`config.mk`:
```
export PLATFORM = sky130hd
export DESIGN_NAME = loop_sequencer
export DESIGN_NICKNAME = d
export VERILOG_FILES = /design/src/rtl/loop_sequencer_pkg.sv /design/src/rtl/bit_sync.sv /design/src/rtl/loop_sequencer.sv
export SDC_FILE = /design/constraint.sdc
export NUM_CORES = 1
export LEC_CHECK = 0
export ABC_AREA = 1
export CAP_MARGIN = 20
export CELL_PAD_IN_SITES_DETAIL_PLACEMENT = 0
export CELL_PAD_IN_SITES_GLOBAL_PLACEMENT = 1
export CORE_UTILIZATION = 35
export DETAILED_ROUTE_END_ITERATION = 6
export GPL_TIMING_DRIVEN = 0
export HOLD_SLACK_MARGIN = 0.08
export PLACE_DENSITY_LB_ADDON = 0.08
export SLEW_MARGIN = 20
export SYNTH_ARGS = -nofsm -noshare
export SYNTH_HDL_FRONTEND = slang
export SYNTH_SLANG_ARGS = --single-unit
```
`constraint.sdc`:
```
create_clock -name clk -period 1.67 [get_ports clk]
set_clock_uncertainty 0.05 [all_clocks]
set_input_delay 0.2505 -clock clk [delete_from_list [all_inputs] [get_ports clk]]
set_output_delay 0.2505 -clock clk [all_outputs]
set_load 0.05 [all_outputs]
```
`src/rtl/loop_sequencer_pkg.sv`:
```
// Shared types and helpers for the loop sequencer.
// LOOP_SEQUENCER_WATCHDOG_EN adds the StErr state.
package loop_sequencer_pkg;

`ifdef LOOP_SEQUENCER_WATCHDOG_EN
    typedef enum logic [2:0] {StIdle, StReq, StRel, StDone, StErr} state_e;
`else
    typedef enum logic [1:0] {StIdle, StReq, StRel, StDone} state_e;
`endif

    function automatic int unsigned cnt_width(input int unsigned n);
        return (n < 2) ? 1 : $clog2(n + 1);
    endfunction

endpackage

```
`src/rtl/bit_sync.sv`:
```
// Multi-flop synchronizer for one asynchronous level input.
module bit_sync #(
    parameter int unsigned STAGES = 2
) (
    input  logic clk,
    input  logic rst_n,
    input  logic d,
    output logic q
);

    logic [STAGES-1:0] sync_q;
    logic [STAGES-1:0] sync_d;

    always_comb begin
        sync_d = {sync_q[STAGES-2:0], d};
    end

    always_ff @(posedge clk or negedge rst_n) begin
        if (!rst_n) begin
            sync_q <= '0;
        end else begin
            sync_q <= sync_d;
        end
    end

    assign q = sync_q[STAGES-1];

endmodule

```
`src/rtl/loop_sequencer.sv`:
```
// Drives N 4-phase handshakes to a downstream counter per start request.
// Define LOOP_SEQUENCER_WATCHDOG_EN to build the per-phase timeout and ERR state.
module loop_sequencer
    import loop_sequencer_pkg::*;
#(
    parameter int unsigned N           = 10,
    parameter int unsigned SYNC_STAGES = 2,
    parameter int unsigned TIMEOUT     = 255
) (
    input  logic                      clk,
    input  logic                      rst_n,
    input  logic                      start,
    input  logic                      abort,
    output logic                      addReq,
    input  logic                      addFin,
    input  logic                      fin,
    output logic                      busy,
    output logic                      done,
    output logic [cnt_width(N)-1:0]   iterCnt,
    output logic                      err
);

    localparam int unsigned CntW = cnt_width(N);
    localparam logic [CntW-1:0] NMax = CntW'(N);

    state_e          state_q, state_d;
    logic            add_req_q, add_req_d;
    logic [CntW-1:0] iter_cnt_q, iter_cnt_d;
    logic            abort_q, abort_d;
    logic            ack_s;
    logic            fin_s;

    bit_sync #(.STAGES(SYNC_STAGES)) u_ack_sync (
        .clk   (clk),
        .rst_n (rst_n),
        .d     (addFin),
        .q     (ack_s)
    );

    bit_sync #(.STAGES(SYNC_STAGES)) u_fin_sync (
        .clk   (clk),
        .rst_n (rst_n),
        .d     (fin),
        .q     (fin_s)
    );

`ifdef LOOP_SEQUENCER_WATCHDOG_EN
    localparam int unsigned WdW = cnt_width(TIMEOUT);
    localparam logic [WdW-1:0] WdMax = WdW'(TIMEOUT - 1);

    logic [WdW-1:0] wd_cnt_q, wd_cnt_d;
`else
    logic unused_timeout;
    assign unused_timeout = |TIMEOUT;
`endif

    always_comb begin
        state_d    = state_q;
        add_req_d  = add_req_q;
        iter_cnt_d = iter_cnt_q;
        abort_d    = abort_q;

        unique case (state_q)
            StIdle: begin
                abort_d = 1'b0;
                if (start) begin
                    state_d    = StReq;
                    add_req_d  = 1'b1;
                    iter_cnt_d = '0;
                end
            end
            StReq: begin
                if (abort) abort_d = 1'b1;
                if (ack_s) begin
                    state_d    = StRel;
                    add_req_d  = 1'b0;
                    iter_cnt_d = (iter_cnt_q == NMax) ? iter_cnt_q : iter_cnt_q + 1'b1;
                end
            end
            StRel: begin
                if (abort) abort_d = 1'b1;
                // Only leave once the counter has released its ack.
                if (!ack_s) begin
                    if (fin_s || (iter_cnt_q == NMax) || abort_d) begin
                        state_d = StDone;
                    end else begin
                        state_d   = StReq;
                        add_req_d = 1'b1;
                    end
                end
            end
            StDone: begin
                abort_d = 1'b0;
                state_d = StIdle;
            end
`ifdef LOOP_SEQUENCER_WATCHDOG_EN
            StErr: begin
                abort_d   = 1'b0;
                add_req_d = 1'b0;
                if (start) state_d = StIdle;
            end
`endif
            default: state_d = StIdle;
        endcase

`ifdef LOOP_SEQUENCER_WATCHDOG_EN
        // Counts cycles spent in the current handshake phase.
        wd_cnt_d = '0;
        if ((state_q == StReq || state_q == StRel) && state_d == state_q) begin
            if (wd_cnt_q == WdMax) begin
                state_d   = StErr;
                add_req_d = 1'b0;
            end else begin
                wd_cnt_d = wd_cnt_q + 1'b1;
            end
        end
`endif
    end

    always_ff @(posedge clk or negedge rst_n) begin
        if (!rst_n) begin
            state_q    <= StIdle;
            add_req_q  <= 1'b0;
            iter_cnt_q <= '0;
            abort_q    <= 1'b0;
        end else begin
            state_q    <= state_d;
            add_req_q  <= add_req_d;
            iter_cnt_q <= iter_cnt_d;
            abort_q    <= abort_d;
        end
    end

`ifdef LOOP_SEQUENCER_WATCHDOG_EN
    always_ff @(posedge clk or negedge rst_n) begin
        if (!rst_n) begin
            wd_cnt_q <= '0;
        end else begin
            wd_cnt_q <= wd_cnt_d;
        end
    end

    assign err = (state_q == StErr);
`else
    assign err = 1'b0;
`endif

    assign addReq  = add_req_q;
    assign busy    = (state_q != StIdle);
    assign done    = (state_q == StDone);
    assign iterCnt = iter_cnt_q;

endmodule

```
==> metrics.csv, run 1 <==
metric,value,unit
status,completed,
ys_seq_elements,12,
rows,15,
syn_area,658,um2
holdWs,0.277,ns
synth_top_family_by_area,simple AND/OR/NAND/NOR gates,
cts-root-buf,clkbuf_4,
cts-htree-levels,1,
wirelength,1120,um
cpMostUsedCell,inv_1,
syn_avg_cell_area,8.78,um2
multi_input_area,300,um2
grtUsageTotal,13.7,%
hold_buffers,0,
p_leak,0.459,nW
total_power,1.51,mW
dp_cells,112,
powerDensity,1800,nW/um2
cts.clk_slew.worst_paths,0.08,ns
finalNonFillerCells,116,
synth_simple_gate_area_share,24.7,%
ant_nets,0,
first_global_vias,451,
critPathRequiredTime,1.37,ns
worstMarginPinSlew,0.545,ns
synth-seq-area-share,45.6,%
ir_drop,769,uV
fmax,633,MHz
start_util,37.7,%
die_area,2060,um2
worstSetupPathType,flop to output pin,
antenna_found_initial,0,
synth_compound_area_share,3.99,%
max_stage_delay,0.42,ns
r2r-start,state_q[1]$_DFFE_PN0P_,
wire_per_inst,9.66,um
drive_gt1_share,17.6,%
regArea,300,um2
hpwl,862,um
fin_crit,1.58,ns
reg2regPathDepth,8,
synth_fp_nets,88,
maxCapViolCount,0,
crit_path_start_kind,flop,
io_buffers,12,
diodes,0,
cp_slowest_cell,dfrtp_1,
drtIter0Drc,5,
die_y,45.4,um
finalCritPeriodShare,94.6,%
cts_tree,built,
cp_cell_sequence,inv_1 > ha_2 > inv_1 > buf_4,
fillerInstances,185,
critPathCaptureType,output pin,
finalHoldViolations,0,
arrival,1.28,ns
worst_slew_margin_rel,63.5,%
hold_path.class,primary input to async pin,
finalWorstSetupSlack,0.0894,ns
tritoncts.num_buffers,3,
grt_max_degree,13,
nets,105,
vias,488,
crit_fanout,4,
io_pins,14,
synthXorXnorAreaFrac,2.66,%
finalSetupViolCount,0,
worstSkewPairLatency,0.27,ns
r2r-end,iterCnt[0]$_DFFE_PN0P_,
floorplan.core_area,1750,um2
slew_violations,0,
cts_buffer_depth,2,
grt_pass1_wl,1930,um
first_pass_iters,2,
overflow,0,
viasPerCell,4.21,
synth_warnings,0,
area_growth,27.8,%
syn_inst,75,
yosys.area_share.adder,13.3,%
rsz0062_at_grt,no,
die_w,45.4,um
cts_sinks,12,
drc_errors,0,
rrSetupSlack,0.15,ns
post-place-ws,-0.228,ns
fin_util,48.2,%
gp_congestion,0.748,
synth_mux_area_share,0,%
synth_cell_type_count,16,
## synthesized netlist by cell type (all sizes together)
cell type,instances,area share (%)
ha,7,13
conb,1,0.57
o21ai,2,1.5
a21oi,1,2.5
nand4,1,0.95
dfrtp,12,46
nand2,22,14
buf,1,1.1
inv,14,8.0
nor2,5,4.0
xor2,2,2.7
nand3,7,6.1
## layout make-up
cell class / instances / share of cell area [%]
Buffer: 1 / 0.893
Clock buffer: 4 / 4.32
Inverter: 14 / 6.25
Multi-Input combinational cell: 48 / 35.7
Sequential cell: 12 / 35.7
Tap cell: 25 / 3.72
Timing Repair Buffer: 12 / 13.4
## report_power, final
part	switching (mW)	internal [mW]	total (mW)	leakage [nW]
Clock	0.0980	0.133	0.231	0.0210
Sequential	0.0615	0.368	0.429	0.150
Combinational	0.578	0.275	0.853	0.289
## flip-flops by register name, indices dropped and copies added (netlist names)
name and count:
abort_q 1, addReq 1, iterCnt 4, state_q 2
u_ack_sync.sync_q 2, u_fin_sync.sync_q 2
## how the worst max path moves through the flow
stage,to,cells past startpoint,from
2_1_floorplan,iterCnt[2]$_DFFE_PN0P_,8,iterCnt[0]$_DFFE_PN0P_
3_3_place_gp,busy,4,state_q[0]$_DFFE_PN0P_
3_5_place_dp,busy,4,state_q[0]$_DFFE_PN0P_
4_1_cts,busy,4,state_q[0]$_DFFE_PN0P_
5_1_grt,busy,4,state_q[1]$_DFFE_PN0P_
6_report,busy,4,state_q[0]$_DFFE_PN0P_
## cells by family after synthesis
| logic type | count (synthesis) |
|---|---|
| simple gates | 35 |
| buf+inv | 15 |
| flops | 12 |
| fa+ha+maj | 7 |
| compound gates | 3 |
| xor+xnor | 2 |
| other cells | 1 |
## through the flow
stage / TNS [ns] / instance area [um2]
6_report: 0 / 841
5_1_grt: 0 / 841
4_1_cts: 0 / 838
3_5_place_dp: -0.228 / 810
3_3_place_gp: -0.225 / 810
2_1_floorplan: 0 / 658
## cell usage in the layout (no fill, tap or decap), drive strengths merged
cell / Yosys / final
nand2: 22 / 22
inv: 14 / 14
dfrtp: 12 / 12
nand3: 7 / 7
ha: 7 / 7
clkdlybuf4s50: 0 / 5
dlygate4sd2: 0 / 5
nor2: 5 / 5
clkbuf: 0 / 4
xor2: 2 / 2
o21ai: 2 / 2
buf: 1 / 2
a21oi: 1 / 1
nand4: 1 / 1
conb: 1 / 1
clkdlybuf4s15: 0 / 1
## metal layers
metal	vias up	wire length [um]	global-route usage, %	share of wire [%]
met4	0	12	5.45	1.1
met3	2	53	6.00	4.7
met2	11	516	20.6	46
met1	217	539	17.3	48
met5	-	0	0	0
li1	258	-	-	-
## critical path, delay by kind of cell, from the launching register on
| kind | cells | cell delay, ns |
|---|---|---|
| buf+inv | 3 | 0.36 |
| flops | 1 | 0.42 |
| fa+ha+maj | 1 | 0.23 |
## timing repair
item	CTS	global route
endpoints found under the setup margin	7	5
resized for setup	14	2
cloned	0	0
pin swaps	0	0
setup buffers	0	0
Note: power is estimated with default switching activity, not from simulation.
==> run 2: changes to the inputs <==
--- a/config.mk
+++ b/config.mk
@@ -9,7 +9,7 @@
 export CAP_MARGIN = 20
 export CELL_PAD_IN_SITES_DETAIL_PLACEMENT = 0
 export CELL_PAD_IN_SITES_GLOBAL_PLACEMENT = 1
-export CORE_UTILIZATION = 35
+export CORE_UTILIZATION = 38
 export DETAILED_ROUTE_END_ITERATION = 6
 export GPL_TIMING_DRIVEN = 0
 export HOLD_SLACK_MARGIN = 0.08
==> constraint.sdc (replaced) <==
create_clock -name clk -period 1.9 [get_ports clk]
set_clock_uncertainty 0.05 [all_clocks]
set_input_delay 0.285 -clock clk [delete_from_list [all_inputs] [get_ports clk]]
set_output_delay 0.285 -clock clk [all_outputs]
set_load 0.05 [all_outputs]
==> metrics.csv, run 2 (synthesis results as in run 1) <==
metric,value,unit,change
status,"complete, but fails checks",,was completed
violations,design-rule violations,,
cts.clk_slew.worst_paths,0.08,ns,about the same
wirelength,1130,um,was 1120 um
cts_buffer_depth,2,,unchanged
arrival,1.52,ns,was 1.28 ns
die_y,43.6,um,was 45.4 um
io_buffers,12,,unchanged
dp_cells,103,,was 112
floorplan.core_area,1560,um2,was 1750 um2
grt_pass1_wl,1790,um,was 1930 um
total_power,1.32,mW,was 1.51 mW
die_w,43.6,um,was 45.4 um
finalCritPeriodShare,97.8,%,
critPathCaptureType,output pin,,unchanged
cts_sinks,12,,unchanged
worstMarginPinSlew,0.564,ns,was 0.545 ns
final_common_cell,nand2_1,,unchanged
hold_buffers,0,,unchanged
setup_tns,0,ns,unchanged
finalHoldViolations,0,,unchanged
fmax,538,MHz,
slew_violations,0,,unchanged
grt_max_degree,13,,unchanged
critPathRequiredTime,1.56,ns,was 1.37 ns
vias,499,,was 488
p_leak,0.480,nW,was 0.459 nW
path_buf_inv,1,,was 3
crit_path_start_kind,flop,,unchanged
hpwl,863,um,was 862 um
maxCapViolCount,0,,unchanged
ant_nets,0,,unchanged
gp_congestion,0.762,,was 0.748
io_pins,14,,unchanged
cts-root-buf,clkbuf_4,,unchanged
cts-htree-levels,1,,unchanged
max_stage_delay,0.83,ns,was 0.42 ns
viasPerCell,4.66,,was 4.21
finalNonFillerCells,107,,was 116
cp_cell_sequence,clkdlybuf4s50_1,,was inv_1 > ha_2 > inv_1 > buf_4
final_cell_mix,"19 x nand2_1, 13 x inv_1, 12 x dfrtp_1",,"was 19 x nand2_1, 12 x inv_1, 12 x dfrtp_1"
worstSkewPairLatency,0.27,ns,about the same
rsz0062_at_grt,no,,unchanged
worstSetupPathType,flop to output pin,,unchanged
largest_register_ffs,4,,unchanged
cts_tree,built,,unchanged
tritoncts.num_buffers,3,,unchanged
grtUsageTotal,13.9,%,was 13.7%
finalSetupViolCount,0,,unchanged
holdWs,0.311,ns,was 0.277 ns
first_global_vias,399,,was 451
ir_drop,984,uV,was 769 uV
multi_input_area,298,um2,was 300 um2
regArea,300,um2,unchanged
first_pass_iters,5,,was 2
area_growth,26.6,%,was 27.8%
crit_fanout,4,,unchanged
die_area,1900,um2,was 2060 um2
drive_gt1_share,14.3,%,was 17.6%
fin_crit,1.86,ns,
cp_slowest_cell,clkdlybuf4s50_1,,was dfrtp_1
rows,14,,was 15
worst_slew_margin_rel,62.3,%,was 63.5%
hold_path.class,flop to flop,,was primary input to async pin
diodes,0,,unchanged
antenna_found_initial,0,,unchanged
nets,105,,unchanged
drtIter0Drc,3,,was 5
cpLargestDelayFamily,buffers and inverters,,was flip-flops
start_util,42.2,%,was 37.7%
overflow,0,,unchanged
wire_per_inst,10.6,um,was 9.66 um
powerDensity,1590,nW/um2,was 1800 nW/um2
drc_errors,1,,was 0
fillerInstances,160,,was 185
-- run 2: cell count changes in the layout (fill, tap and decap cells not counted) --
| cell | before | now |
|---|---|---|
| buf_2 | 0 | 1 |
| buf_4 | 2 | 1 |
| clkdlybuf4s15_2 | 1 | 0 |
| clkdlybuf4s50_1 | 5 | 8 |
| dlygate4sd2_1 | 5 | 1 |
| dlymetal6s2s_1 | 0 | 2 |
| ha_1 | 6 | 7 |
| ha_2 | 1 | 0 |
| inv_1 | 12 | 13 |
| inv_2 | 2 | 1 |
-- run 2: through the flow --
| stage | setup WS (ns) | utilization, % | instance area, um2 |
|---|---|---|---|
| floorplan | 0.272 | - | 658 |
| global placement | -0.0326 | 51.2 | 798 |
| detailed placement | -0.0449 | 51.2 | 798 |
| CTS | 0.0238 | 53.5 | 835 |
| global route | 0.0000250 | 53.5 | 833 |
| finish | 0.0415 | 53.5 | 833 |
-- run 2: repair_timing --
| item | CTS | global route |
|---|---|---|
| resized for setup | 4 | 4 |
| endpoints found under the setup margin | 2 | 3 |
| pin swaps | 0 | 0 |
| cloned | 0 | 0 |
| buffers inserted | 0 | 0 |
-- run 2: metal layers --
metal,wire (um),part of all wire [%],GRT usage (%)
met5,0,0,0
met4,19,1.7,9.38
met3,51,4.5,3.75
met2,481,43,17.9
met1,576,51,19.8
-- run 2: final timing paths --
| kind | from | to | slack (ns) | cells past startpoint |
|---|---|---|---|---|
| hold reg to reg | u_fin_sync.sync_q[0]$_DFF_PN0_ | u_fin_sync.sync_q[1]$_DFF_PN0_ | 0.31 | 0 |
| setup reg to reg | state_q[1]$_DFFE_PN0P_ | iterCnt[0]$_DFFE_PN0P_ | 0.31 | 8 |
| max in group asynchronous | rst_n | iterCnt[0]$_DFFE_PN0P_ | 1.11 | 1 |
| setup / recovery | iterCnt[3]$_DFFE_PN0P_ | iterCnt[3] | 0.04 | 1 |
| min in group asynchronous | rst_n | iterCnt[3]$_DFFE_PN0P_ | 0.32 | 1 |
| hold / removal | u_fin_sync.sync_q[0]$_DFF_PN0_ | u_fin_sync.sync_q[1]$_DFF_PN0_ | 0.31 | 0 |
-- run 2: where the power goes --
group	switching, mW	internal (mW)
clock network	0.0874	0.116
logic	0.499	0.241
registers	0.0571	0.323
-- run 2: area by class of cell --
| class | instances | share of cell area, % |
|---|---|---|
| buffer | 1 | 0.901 |
| clock buffer | 4 | 4.35 |
| inverter | 14 | 6.31 |
| multi-input combinational | 48 | 35.7 |
| sequential | 12 | 36.0 |
| tap | 16 | 2.40 |
| timing repair buffer | 12 | 14.3 |
